--- config.mk ---
export PLATFORM = sky130hd
export DESIGN_NAME = keypad_entry_display_flat
export DESIGN_NICKNAME = d
export VERILOG_FILES = /design/src/rtl/keypad_entry_display_if.sv /design/src/rtl/keypad_entry_display.sv /design/src/flat_wrapper.sv
export SDC_FILE = /design/constraint.sdc
export NUM_CORES = 1
export LEC_CHECK = 0
export CAP_MARGIN = 30
export CORE_UTILIZATION = 45
export CTS_CLUSTER_DIAMETER = 30
export DETAILED_ROUTE_END_ITERATION = 10
export GPL_ROUTABILITY_DRIVEN = 0
export PLACE_DENSITY = 0.73
export SYNTH_ARGS = -nofsm -noshare
export SYNTH_HDL_FRONTEND = slang
export SYNTH_SLANG_ARGS = --single-unit
--- constraint.sdc ---
create_clock -name clk -period 2.5 [get_ports clk]
set_input_delay 0.375 -clock clk [delete_from_list [all_inputs] [get_ports clk]]
set_output_delay 0.375 -clock clk [all_outputs]
set_load 0.005 [all_outputs]
--- src/rtl/keypad_entry_display_if.sv ---
`timescale 1ns/1ps
// keypad_entry_display_if
// Pin-level bundle between the keypad/display pins and keypad_entry_display.
//   filas_raw  : raw keypad rows (pulled up, low = pressed on driven column)
//   columnas   : column drive, exactly one bit low
//   d          : 7-segment pattern {g..a}, active-high
//   a          : digit enables, one-hot active-low
//   key_valid  : one-cycle pulse on an accepted key
//   key_code   : last accepted key, row*COLS+col
//   digits     : digit buffer, digit 0 (newest) in bits [3:0]
// Modports:
//   master : the keypad/display block, which drives columns, display and key outputs
//   slave  : the pin side, which drives the raw rows
interface keypad_entry_display_if #(
    parameter int ROWS       = 4,
    parameter int COLS       = 4,
    parameter int NUM_DIGITS = 3
);
    logic [ROWS-1:0]         filas_raw;
    logic [COLS-1:0]         columnas;
    logic [6:0]              d;
    logic [NUM_DIGITS-1:0]   a;
    logic                    key_valid;
    logic [3:0]              key_code;
    logic [4*NUM_DIGITS-1:0] digits;

    modport master (
        input  filas_raw,
        output columnas, d, a, key_valid, key_code, digits
    );

    modport slave (
        output filas_raw,
        input  columnas, d, a, key_valid, key_code, digits
    );
endinterface

--- src/rtl/keypad_entry_display.sv ---
`timescale 1ns/1ps
// keypad_entry_display
// Scans a ROWS x COLS matrix keypad, synchronises and debounces the rows,
// encodes one key per press, shifts accepted keys into a NUM_DIGITS-deep
// digit buffer and time-multiplexes that buffer onto a 7-segment bus.
// Ports:
//   clk  : system clock
//   rst  : asynchronous active-high reset
//   bus  : keypad_entry_display_if.master (rows in; columns, segments,
//          digit enables, key_valid/key_code and digit buffer out)
// Parameter limits: ROWS*COLS <= 16, NUM_DIGITS >= 1, SCAN_DIV >= 3.
// Optional feature macro: BLANK_UNENTERED_EN
//   When defined, digits that have not yet received a key show blank
//   segments; the digits bus itself is unaffected.
module keypad_entry_display #(
    parameter int ROWS            = 4,
    parameter int COLS            = 4,
    parameter int NUM_DIGITS      = 3,
    parameter int SCAN_DIV        = 2700,
    parameter int DEBOUNCE_CYCLES = 270000,
    parameter int REFRESH_DIV     = 27000
) (
    input  logic                         clk,
    input  logic                         rst,
    keypad_entry_display_if.master       bus
);

    localparam int CW = (COLS > 1) ? $clog2(COLS) : 1;
    localparam int SW = $clog2(SCAN_DIV);
    localparam int DW = $clog2(DEBOUNCE_CYCLES + 1);
    localparam int RW = (REFRESH_DIV > 1) ? $clog2(REFRESH_DIV) : 1;
    localparam int IW = (NUM_DIGITS > 1) ? $clog2(NUM_DIGITS) : 1;
    localparam int EW = $clog2(NUM_DIGITS + 1);

    typedef enum logic [1:0] {
        SCAN     = 2'd0,
        DEBOUNCE = 2'd1,
        HELD     = 2'd2,
        RELEASE  = 2'd3
    } state_t;

    function automatic logic [6:0] hex_to_seg(input logic [3:0] v);
        logic [6:0] s;
        case (v)
            4'h0: s = 7'h3F;
            4'h1: s = 7'h06;
            4'h2: s = 7'h5B;
            4'h3: s = 7'h4F;
            4'h4: s = 7'h66;
            4'h5: s = 7'h6D;
            4'h6: s = 7'h7D;
            4'h7: s = 7'h07;
            4'h8: s = 7'h7F;
            4'h9: s = 7'h6F;
            4'hA: s = 7'h77;
            4'hB: s = 7'h7C;
            4'hC: s = 7'h39;
            4'hD: s = 7'h5E;
            4'hE: s = 7'h79;
            default: s = 7'h71;
        endcase
        return s;
    endfunction

    logic [ROWS-1:0] fs_meta, fs;
    state_t          state, state_next;
    logic [SW-1:0]   scan_cnt, scan_next;
    logic [CW-1:0]   col_idx, col_next, col_inc;
    logic [DW-1:0]   deb_cnt, deb_next;
    logic [ROWS-1:0] pat, pat_next;
    logic [3:0]      pend_code, code_next, code_calc;
    logic            accept;
    int              row_sel;

    logic [3:0]      digit_buf [NUM_DIGITS];
    logic            key_valid_q;
    logic [3:0]      key_code_q;

    logic [RW-1:0]   ref_cnt;
    logic [IW-1:0]   dig_idx;
    logic [NUM_DIGITS-1:0] a_q, a_calc;
    logic [6:0]      d_q, d_calc;
    logic            blank;
    logic [COLS-1:0] col_drive;
    logic [4*NUM_DIGITS-1:0] digits_flat;

    // Two-flop synchroniser; idle keypad reads all-ones.
    always_ff @(posedge clk or posedge rst) begin
        if (rst) begin
            fs_meta <= '1;
            fs      <= '1;
        end else begin
            fs_meta <= bus.filas_raw;
            fs      <= fs_meta;
        end
    end

    // Key code of the lowest-index low row on the currently driven column.
    always_comb begin
        row_sel = 0;
        for (int r = ROWS - 1; r >= 0; r--) begin
            if (!fs[r]) row_sel = r;
        end
        code_calc = 4'(row_sel * COLS) + 4'(col_idx);
        col_inc   = (col_idx == CW'(COLS - 1)) ? '0 : col_idx + 1'b1;
    end

    // Keypad FSM next-state: scan columns, debounce the latched row pattern,
    // wait for release, then debounce the release before scanning again.
    always_comb begin
        state_next = state;
        scan_next  = scan_cnt;
        col_next   = col_idx;
        deb_next   = deb_cnt;
        pat_next   = pat;
        code_next  = pend_code;
        accept     = 1'b0;
        case (state)
            SCAN: begin
                if (scan_cnt == SW'(SCAN_DIV - 1)) begin
                    scan_next = '0;
                    if (fs != '1) begin
                        pat_next   = fs;
                        code_next  = code_calc;
                        deb_next   = '0;
                        state_next = DEBOUNCE;
                    end else begin
                        col_next = col_inc;
                    end
                end else begin
                    scan_next = scan_cnt + 1'b1;
                end
            end
            DEBOUNCE: begin
                if (fs != pat) begin
                    deb_next   = '0;
                    scan_next  = '0;
                    col_next   = col_inc;
                    state_next = SCAN;
                end else if (deb_cnt == DW'(DEBOUNCE_CYCLES - 1)) begin
                    deb_next   = '0;
                    accept     = 1'b1;
                    state_next = HELD;
                end else begin
                    deb_next = deb_cnt + 1'b1;
                end
            end
            HELD: begin
                if (fs == '1) begin
                    deb_next   = '0;
                    state_next = RELEASE;
                end
            end
            RELEASE: begin
                if (fs != '1) begin
                    deb_next   = '0;
                    state_next = HELD;
                end else if (deb_cnt == DW'(DEBOUNCE_CYCLES - 1)) begin
                    deb_next   = '0;
                    scan_next  = '0;
                    col_next   = '0;
                    state_next = SCAN;
                end else begin
                    deb_next = deb_cnt + 1'b1;
                end
            end
            default: state_next = SCAN;
        endcase
    end

    // Keypad FSM registers, key outputs and the digit shift buffer.
    always_ff @(posedge clk or posedge rst) begin
        if (rst) begin
            state       <= SCAN;
            scan_cnt    <= '0;
            col_idx     <= '0;
            deb_cnt     <= '0;
            pat         <= '1;
            pend_code   <= '0;
            key_valid_q <= 1'b0;
            key_code_q  <= '0;
            for (int i = 0; i < NUM_DIGITS; i++) digit_buf[i] <= '0;
        end else begin
            state       <= state_next;
            scan_cnt    <= scan_next;
            col_idx     <= col_next;
            deb_cnt     <= deb_next;
            pat         <= pat_next;
            pend_code   <= code_next;
            key_valid_q <= accept;
            if (accept) begin
                key_code_q <= pend_code;
                for (int i = NUM_DIGITS - 1; i > 0; i--) digit_buf[i] <= digit_buf[i-1];
                digit_buf[0] <= pend_code;
            end
        end
    end

`ifdef BLANK_UNENTERED_EN
    logic [EW-1:0] entry_cnt;

    // Number of digits that have received a key, saturating at NUM_DIGITS.
    always_ff @(posedge clk or posedge rst) begin
        if (rst) begin
            entry_cnt <= '0;
        end else if (accept && entry_cnt != EW'(NUM_DIGITS)) begin
            entry_cnt <= entry_cnt + 1'b1;
        end
    end

    assign blank = (EW'(dig_idx) >= entry_cnt);
`else
    assign blank = 1'b0;
`endif

    // Segment and enable values for the currently indexed digit.
    always_comb begin
        for (int i = 0; i < NUM_DIGITS; i++) a_calc[i] = (dig_idx != IW'(i));
        d_calc = blank ? 7'b0000000 : hex_to_seg(digit_buf[dig_idx]);
    end

    // Display refresh: a and d are both registered from the same index so
    // they switch on the same edge and no digit shows its neighbour's segments.
    always_ff @(posedge clk or posedge rst) begin
        if (rst) begin
            ref_cnt <= '0;
            dig_idx <= '0;
            a_q     <= {{(NUM_DIGITS-1){1'b1}}, 1'b0};
`ifdef BLANK_UNENTERED_EN
            d_q     <= 7'b0000000;
`else
            d_q     <= 7'h3F;
`endif
        end else begin
            a_q <= a_calc;
            d_q <= d_calc;
            if (ref_cnt == RW'(REFRESH_DIV - 1)) begin
                ref_cnt <= '0;
                dig_idx <= (dig_idx == IW'(NUM_DIGITS - 1)) ? '0 : dig_idx + 1'b1;
            end else begin
                ref_cnt <= ref_cnt + 1'b1;
            end
        end
    end

    // Column drive and flattened digit buffer.
    always_comb begin
        for (int c = 0; c < COLS; c++) col_drive[c] = (col_idx != CW'(c));
        for (int i = 0; i < NUM_DIGITS; i++) digits_flat[i*4 +: 4] = digit_buf[i];
    end

    assign bus.columnas  = col_drive;
    assign bus.a         = a_q;
    assign bus.d         = d_q;
    assign bus.key_valid = key_valid_q;
    assign bus.key_code  = key_code_q;
    assign bus.digits    = digits_flat;

endmodule

--- src/flat_wrapper.sv ---
// flat-port wrapper written by rule: the top's interface ports become plain ports
module keypad_entry_display_flat 
#(
    parameter int ROWS            = 4,
    parameter int COLS            = 4,
    parameter int NUM_DIGITS      = 3,
    parameter int SCAN_DIV        = 2700,
    parameter int DEBOUNCE_CYCLES = 270000,
    parameter int REFRESH_DIV     = 27000
)
  (clk, rst, bus_filas_raw, bus_columnas, bus_d, bus_a, bus_key_valid, bus_key_code, bus_digits);
  keypad_entry_display_if #(.ROWS(ROWS), .COLS(COLS), .NUM_DIGITS(NUM_DIGITS)) bus_i ();
  input  logic clk;
  input  logic rst;
  input wire logic [$bits(bus_i.filas_raw)-1:0] bus_filas_raw;
  output wire logic [$bits(bus_i.columnas)-1:0] bus_columnas;
  output wire logic [$bits(bus_i.d)-1:0] bus_d;
  output wire logic [$bits(bus_i.a)-1:0] bus_a;
  output wire logic [$bits(bus_i.key_valid)-1:0] bus_key_valid;
  output wire logic [$bits(bus_i.key_code)-1:0] bus_key_code;
  output wire logic [$bits(bus_i.digits)-1:0] bus_digits;
  assign bus_i.filas_raw = bus_filas_raw;
  assign bus_columnas = bus_i.columnas;
  assign bus_d = bus_i.d;
  assign bus_a = bus_i.a;
  assign bus_key_valid = bus_i.key_valid;
  assign bus_key_code = bus_i.key_code;
  assign bus_digits = bus_i.digits;
  keypad_entry_display #(.ROWS(ROWS), .COLS(COLS), .NUM_DIGITS(NUM_DIGITS), .SCAN_DIV(SCAN_DIV), .DEBOUNCE_CYCLES(DEBOUNCE_CYCLES), .REFRESH_DIV(REFRESH_DIV)) u_core (.clk(clk), .rst(rst), .bus(bus_i));
endmodule
[Word-level counts from Yosys, hierarchy flattened]
Memories as Yosys holds them, arrays and structs flattened. A register that Yosys moved wholly into a read port is not among the register bits.
Cells that the tools add are included.
Operators by class
  add/sub/neg operators: 6
  magnitude comparators: 1
  equality and inequality tests: 25
  mux-type cells: 38
  bitwise logic cells: 1
  reduce and logical (&&, ||, !) cells: 9
Operators by type and width (number)
  19-bit two-way mux: 6
  19-bit one-hot mux with 4 select lines: 1
  12-bit two-way mux: 4
  12-bit one-hot mux with 3 select lines: 1
  2-bit two-way mux: 17
  19-bit by 1-bit adder with 19-bit output (second input constant): 1
  19-bit equality test (second input constant): 1
  15-bit by 1-bit adder with 15-bit output (second input constant): 1
  15-bit equality test (second input constant): 1
  15-bit two-way mux: 1
  2-bit by 1-bit inequality test with 1-bit output (second input constant): 7
  12-bit by 1-bit adder with 12-bit output (second input constant): 1
  12-bit equality test (second input constant): 1
  2-bit inequality test (second input constant): 5
  4-bit binary-select mux with 2-bit select: 1
  2-bit equality test (second input constant): 4
  4-bit two-way mux: 2
  2-bit one-hot mux with 4 select lines: 1
  3-bit by 1-bit inequality test with 1-bit output (second input constant): 2
  2-bit one-hot mux with 3 select lines: 1
  3-bit AND reduction: 2
  6-bit AND reduction: 1
  5-bit AND reduction: 1
  2-bit by 1-bit adder with 2-bit output (second input constant): 2
  other kinds (12): 15
Storage, ports and cells
  register bits after elaboration: 84
  bits in read-only memories: 112
  input port bits: 6
  output and inout bits: 31
  logic and storage cells: 96
  memories: 1
Memory list
  (name not given): depth 16, bits a word 7, read ports 1, clocked after memory_dff 1, wr ports 0, RTL line keypad_entry_display.sv:44  | case (v)

[Logic depth before layout (Yosys ltp)]
Gate-level depths: netlist of the first run.
  depth in word-level cells: 5
  depth in mapped cells: 10
  mapped depth without buffers: 8

[Least setup slack after synthesis of the first run]
Ideal clock, no wire load.
  path type: reg-to-reg
  start: register u_core.deb_cnt[0]
  end: register u_core.scan_cnt[2]
  setup time: 124 ps
  data arrival time: 1917 ps
  required time: 2376 ps
  setup slack: 459 ps
  stages on the path, launching flop included: 7
  path buffers: 0
  period minus slack after synthesis: 2041 ps
  cells stage by stage: dfrtp_1 > ha_1 > and3_4 > nand2_4 > or4_4 > o21a_4 > a211o_1
On the way
  word-level cells in the longest chain between the ends: 3
RTL lines
  start, declared: RTL line keypad_entry_display.sv:69  | logic [DW-1:0] deb_cnt, deb_next;
  start signal, assigned: RTL line keypad_entry_display.sv:187  | deb_cnt <= deb_next;
  19-bit equality test: RTL line keypad_entry_display.sv:158  | end else if (deb_cnt == DW'(DEBOUNCE_CYCLES - 1)) begin
  2-bit by 1-bit inequality test with 1-bit output (no line)
  4-bit AND reduction (no line)
  end signal, assigned: RTL line keypad_entry_display.sv:185  | scan_cnt <= scan_next;
  end, declared: RTL line keypad_entry_display.sv:67  | logic [SW-1:0] scan_cnt, scan_next;
Every way passes these cells.
A chain may end at the register's enable or synchronous reset.

[Final worst setup path of the first run]
  start: register u_core.deb_cnt[0]
  end: register u_core.scan_cnt[1]
Same word-level chain as after synthesis.

==> metrics.md, run 1 <==
| Metric | Value |
|---|---|
| Rel. slew slack | `63.1%` |
| Later-pin clock latency in the skew report | `0.37 ns` |
| Area grow syn2layout | `15.9%` |
| Final hold violation count | `0` |
| Core region area | `9910 um2` |
| Buf/Inv on CP | `0` |
| DRC Markers | `0` |
| Initial DRC count | `188` |
| Max-slew violations | `0` |
| Layout fillers | `842` |
| CP max stage delay | `0.56 ns` |
| Outcome | `complete, no violations` |
| Routed len/inst | `14.5 um` |
| Vias per std cell | `5.58` |
| Worst min-delay path class | `reg2reg` |
| Vias in the first global route | `3,340` |
| Most common cell after layout, fill and taps aside | `dfrtp_1` |
| Power density cells | `487 nW/um2` |
| Syn Area/Cell | `10.6 um2` |
| TritonCTS clock tree | `done` |
| Leak | `2.33 nW` |
| CTS resizes | `0` |
| Die area | `10,800 um2` |
| CTS Buffer Depth | `2` |
| Synth Flop Type | `dfrtp_1` |
| Synth async-reset ratio | `100%` |
| RSZ-0062 raised after global routing | `no` |
| FF-to-FF setup slack | `0.30 ns` |
| Drt pass-1 iters | `4` |
| Share of layout cells above drive strength 1 | `18.4%` |
| CTS buffer count | `9` |
| Synth Instances | `443` |
| Cells along the critical path | `ha_1 > and3_4 > nand2_4 > or4_4 > o21ai_2 > mux2i_1` |
| Chip height | `104 um` |
| Tot Pwr | `0.00264 W` |
| Global-route usage over all layers | `17.7%` |
| Worst Setup End Kind | `flip-flop` |
| Clock skew | `0.00994 ns` |
| Die width | `104 um` |
| Hpwl dp | `6.39 mm` |
| YS warnings | `0` |
| WP data arrival | `2.49 ns` |
| Flop and latch count out of synthesis | `91` |
| H-tree Lvls | `3` |
| Final Cycle Share | `87.9%` |
| Sequential share of the synthesized area | `49.2%` |
| # IOs | `37` |
| Crit start category | `flip-flop` |
| Final Critical Period | `2.20 ns` |
| Initial antenna violation count | `0` |
| Routed wire length | `9.01 mm` |
| Clk root buf | `clkbuf_8` |
| Largest net degree at the start of global routing | `57` |
| Max Clock Freq | `455 MHz` |
| Most frequent cells in the layout | `71 x dfrtp_1, 38 x nor2_1, 36 x clkdlybuf4s50_1` |
| Synth cell types | `67` |
| # setup viols final | `0` |
| Fin nets | `504` |
| CP Max Fanout | `9` |
| Setup TNS Final | `0 ns` |
| Worst vdd ir | `0.000220 V` |
| EDFF count, synth | `0` |
| Slowest cell on crit path | `or4_4` |
| Slew @ Worst Pin | `0.552 ns` |
| Sink Count | `91` |
| Post-route ant nets | `0` |
| CP Class | `reg2reg` |
| Port Buf Inserts | `36` |
| Initial Utilization | `47.2%` |
| Gr ovfl total | `0` |
| Syn Nets | `463` |
| Setup Buffers After CTS | `0` |
| Cell Area, Synth | `4680 um2` |
| Worst EP required | `2.80 ns` |
| Cell family with most CP delay | `simple AND/OR/NAND/NOR gates` |
| ANT cells | `0` |
| Routed vias | `3,471` |
| Cts hold-fix bufs | `0` |
| First-pass GRT wire length | `15.6 mm` |
| Clock input transition at the sequential cells of the worst setup and hold paths | `0.09 ns` |
| Maxcap violations | `0` |
| Rows | `36` |
==> metrics by stage <==
step / area, um2 / util [%] / cells / setup slack, ns / hold WS [ns]
2_1_floorplan: 4690 / - / 443 / 0.459 / 0.345
3_5_place_dp: 5210 / 52.6 / 606 / 0.307 / 0.361
5_1_grt: 5430 / 54.7 / 622 / 0.173 / 0.376
4_1_cts: 5430 / 54.7 / 622 / 0.306 / 0.378
3_3_place_gp: 5210 / 52.6 / 606 / 0.362 / 0.362
6_report: 5430 / 54.7 / 622 / 0.303 / 0.368
==> flip-flops by register name (all words and copies together) (netlist names), 2 cells and up <==
register and flops:
u_core.scan_cnt 12, u_core.fs 4, u_core.state 2, u_core.pat 4, u_core.col_idx 2, u_core.bus.d 7, u_core.dig_idx 2, u_core.fs_meta 4
u_core.bus.a 3, u_core.ref_cnt 15, u_core.pend_code 4, u_core.deb_cnt 19, u_core.bus.digits 12
==> layer usage <==
layer  routed length, um  track usage [%]
met1                4190             22.7
met2                4390             29.8
met3                 283             3.63
met4                 146             5.92
met5                   0                0
==> synth_stat cells (all sizes together) (4+ instances only) <==
cell type | count | area [um2]
nor4b | 4 | 35.0
buf | 9 | 55.1
a21o | 4 | 33.8
ha | 14 | 175
nand4 | 17 | 106
dfrtp | 71 | 1780
nor2 | 38 | 143
nor3 | 10 | 60.1
o21a | 5 | 45.0
xnor2 | 21 | 184
and3 | 7 | 48.8
mux2 | 19 | 214
inv | 21 | 78.8
a21oi | 23 | 119
a211oi | 5 | 37.5
nand2 | 28 | 113
mux2i | 10 | 100
a31oi | 10 | 62.6
dfstp | 20 | 526
nand3 | 19 | 95.1
xor2 | 6 | 52.6
o21ai | 12 | 63.8
clkbuf | 12 | 80.1
and4 | 7 | 62.6
==> power by group <==
group | switching, W | leakage [nW] | internal [W]
Sequential | 0.00000776 | 1.17 | 0.00148
Combinational | 0.0000363 | 1.05 | 0.0000170
Clock | 0.000531 | 0.103 | 0.000565
==> final cells by class <==
| cell class | count | area [um2] | area share [%] |
|---|---|---|---|
| Multi-Input combinational cell | 310 | 2170 | 40.0 |
| Sequential cell | 91 | 2300 | 42.4 |
| Inverter | 21 | 82.6 | 1.52 |
| Clock buffer | 10 | 128 | 2.35 |
| Tap cell | 133 | 166 | 3.07 |
| Timing Repair Buffer | 51 | 485 | 8.95 |
| Clock inverter | 6 | 88.8 | 1.64 |
==> kinds of logic (layout without fill, tap and decap cells) <==
kind of cell             after synthesis  after routing  share of synthesized area, %
XOR/XNOR                              27             27                          5.05
AND/OR/NAND/NOR                      155            155                          18.4
flip-flops                            91             91                          49.2
multiplexers                          29             29                          6.71
buffers and inverters                 42             88                          4.57
AO/OA/AOI/OAI                         85             85                          12.4
adder cells (fa/ha/maj)               14             14                          3.74
==> final timing paths <==
kind	start	to	cells past startpoint
hold reg to reg	u_core.fs_meta[1]	u_core.fs[1]	0
min in group asynchronous	rst	u_core.ref_cnt[4]	2
max in group asynchronous	rst	u_core.pat[1]	3
setup reg to reg	u_core.deb_cnt[0]	u_core.scan_cnt[1]	6
setup / recovery	u_core.deb_cnt[0]	u_core.scan_cnt[1]	6
hold / removal	u_core.fs_meta[1]	u_core.fs[1]	0
Note: power is estimated with default switching activity, not from simulation.
==> run 2, diff against run 1 <==
Settings changed: CTS_CLUSTER_DIAMETER 30 to default.
==> results of run 2 <==
The final DEF is identical to that of run 1; final timing and power are the same.
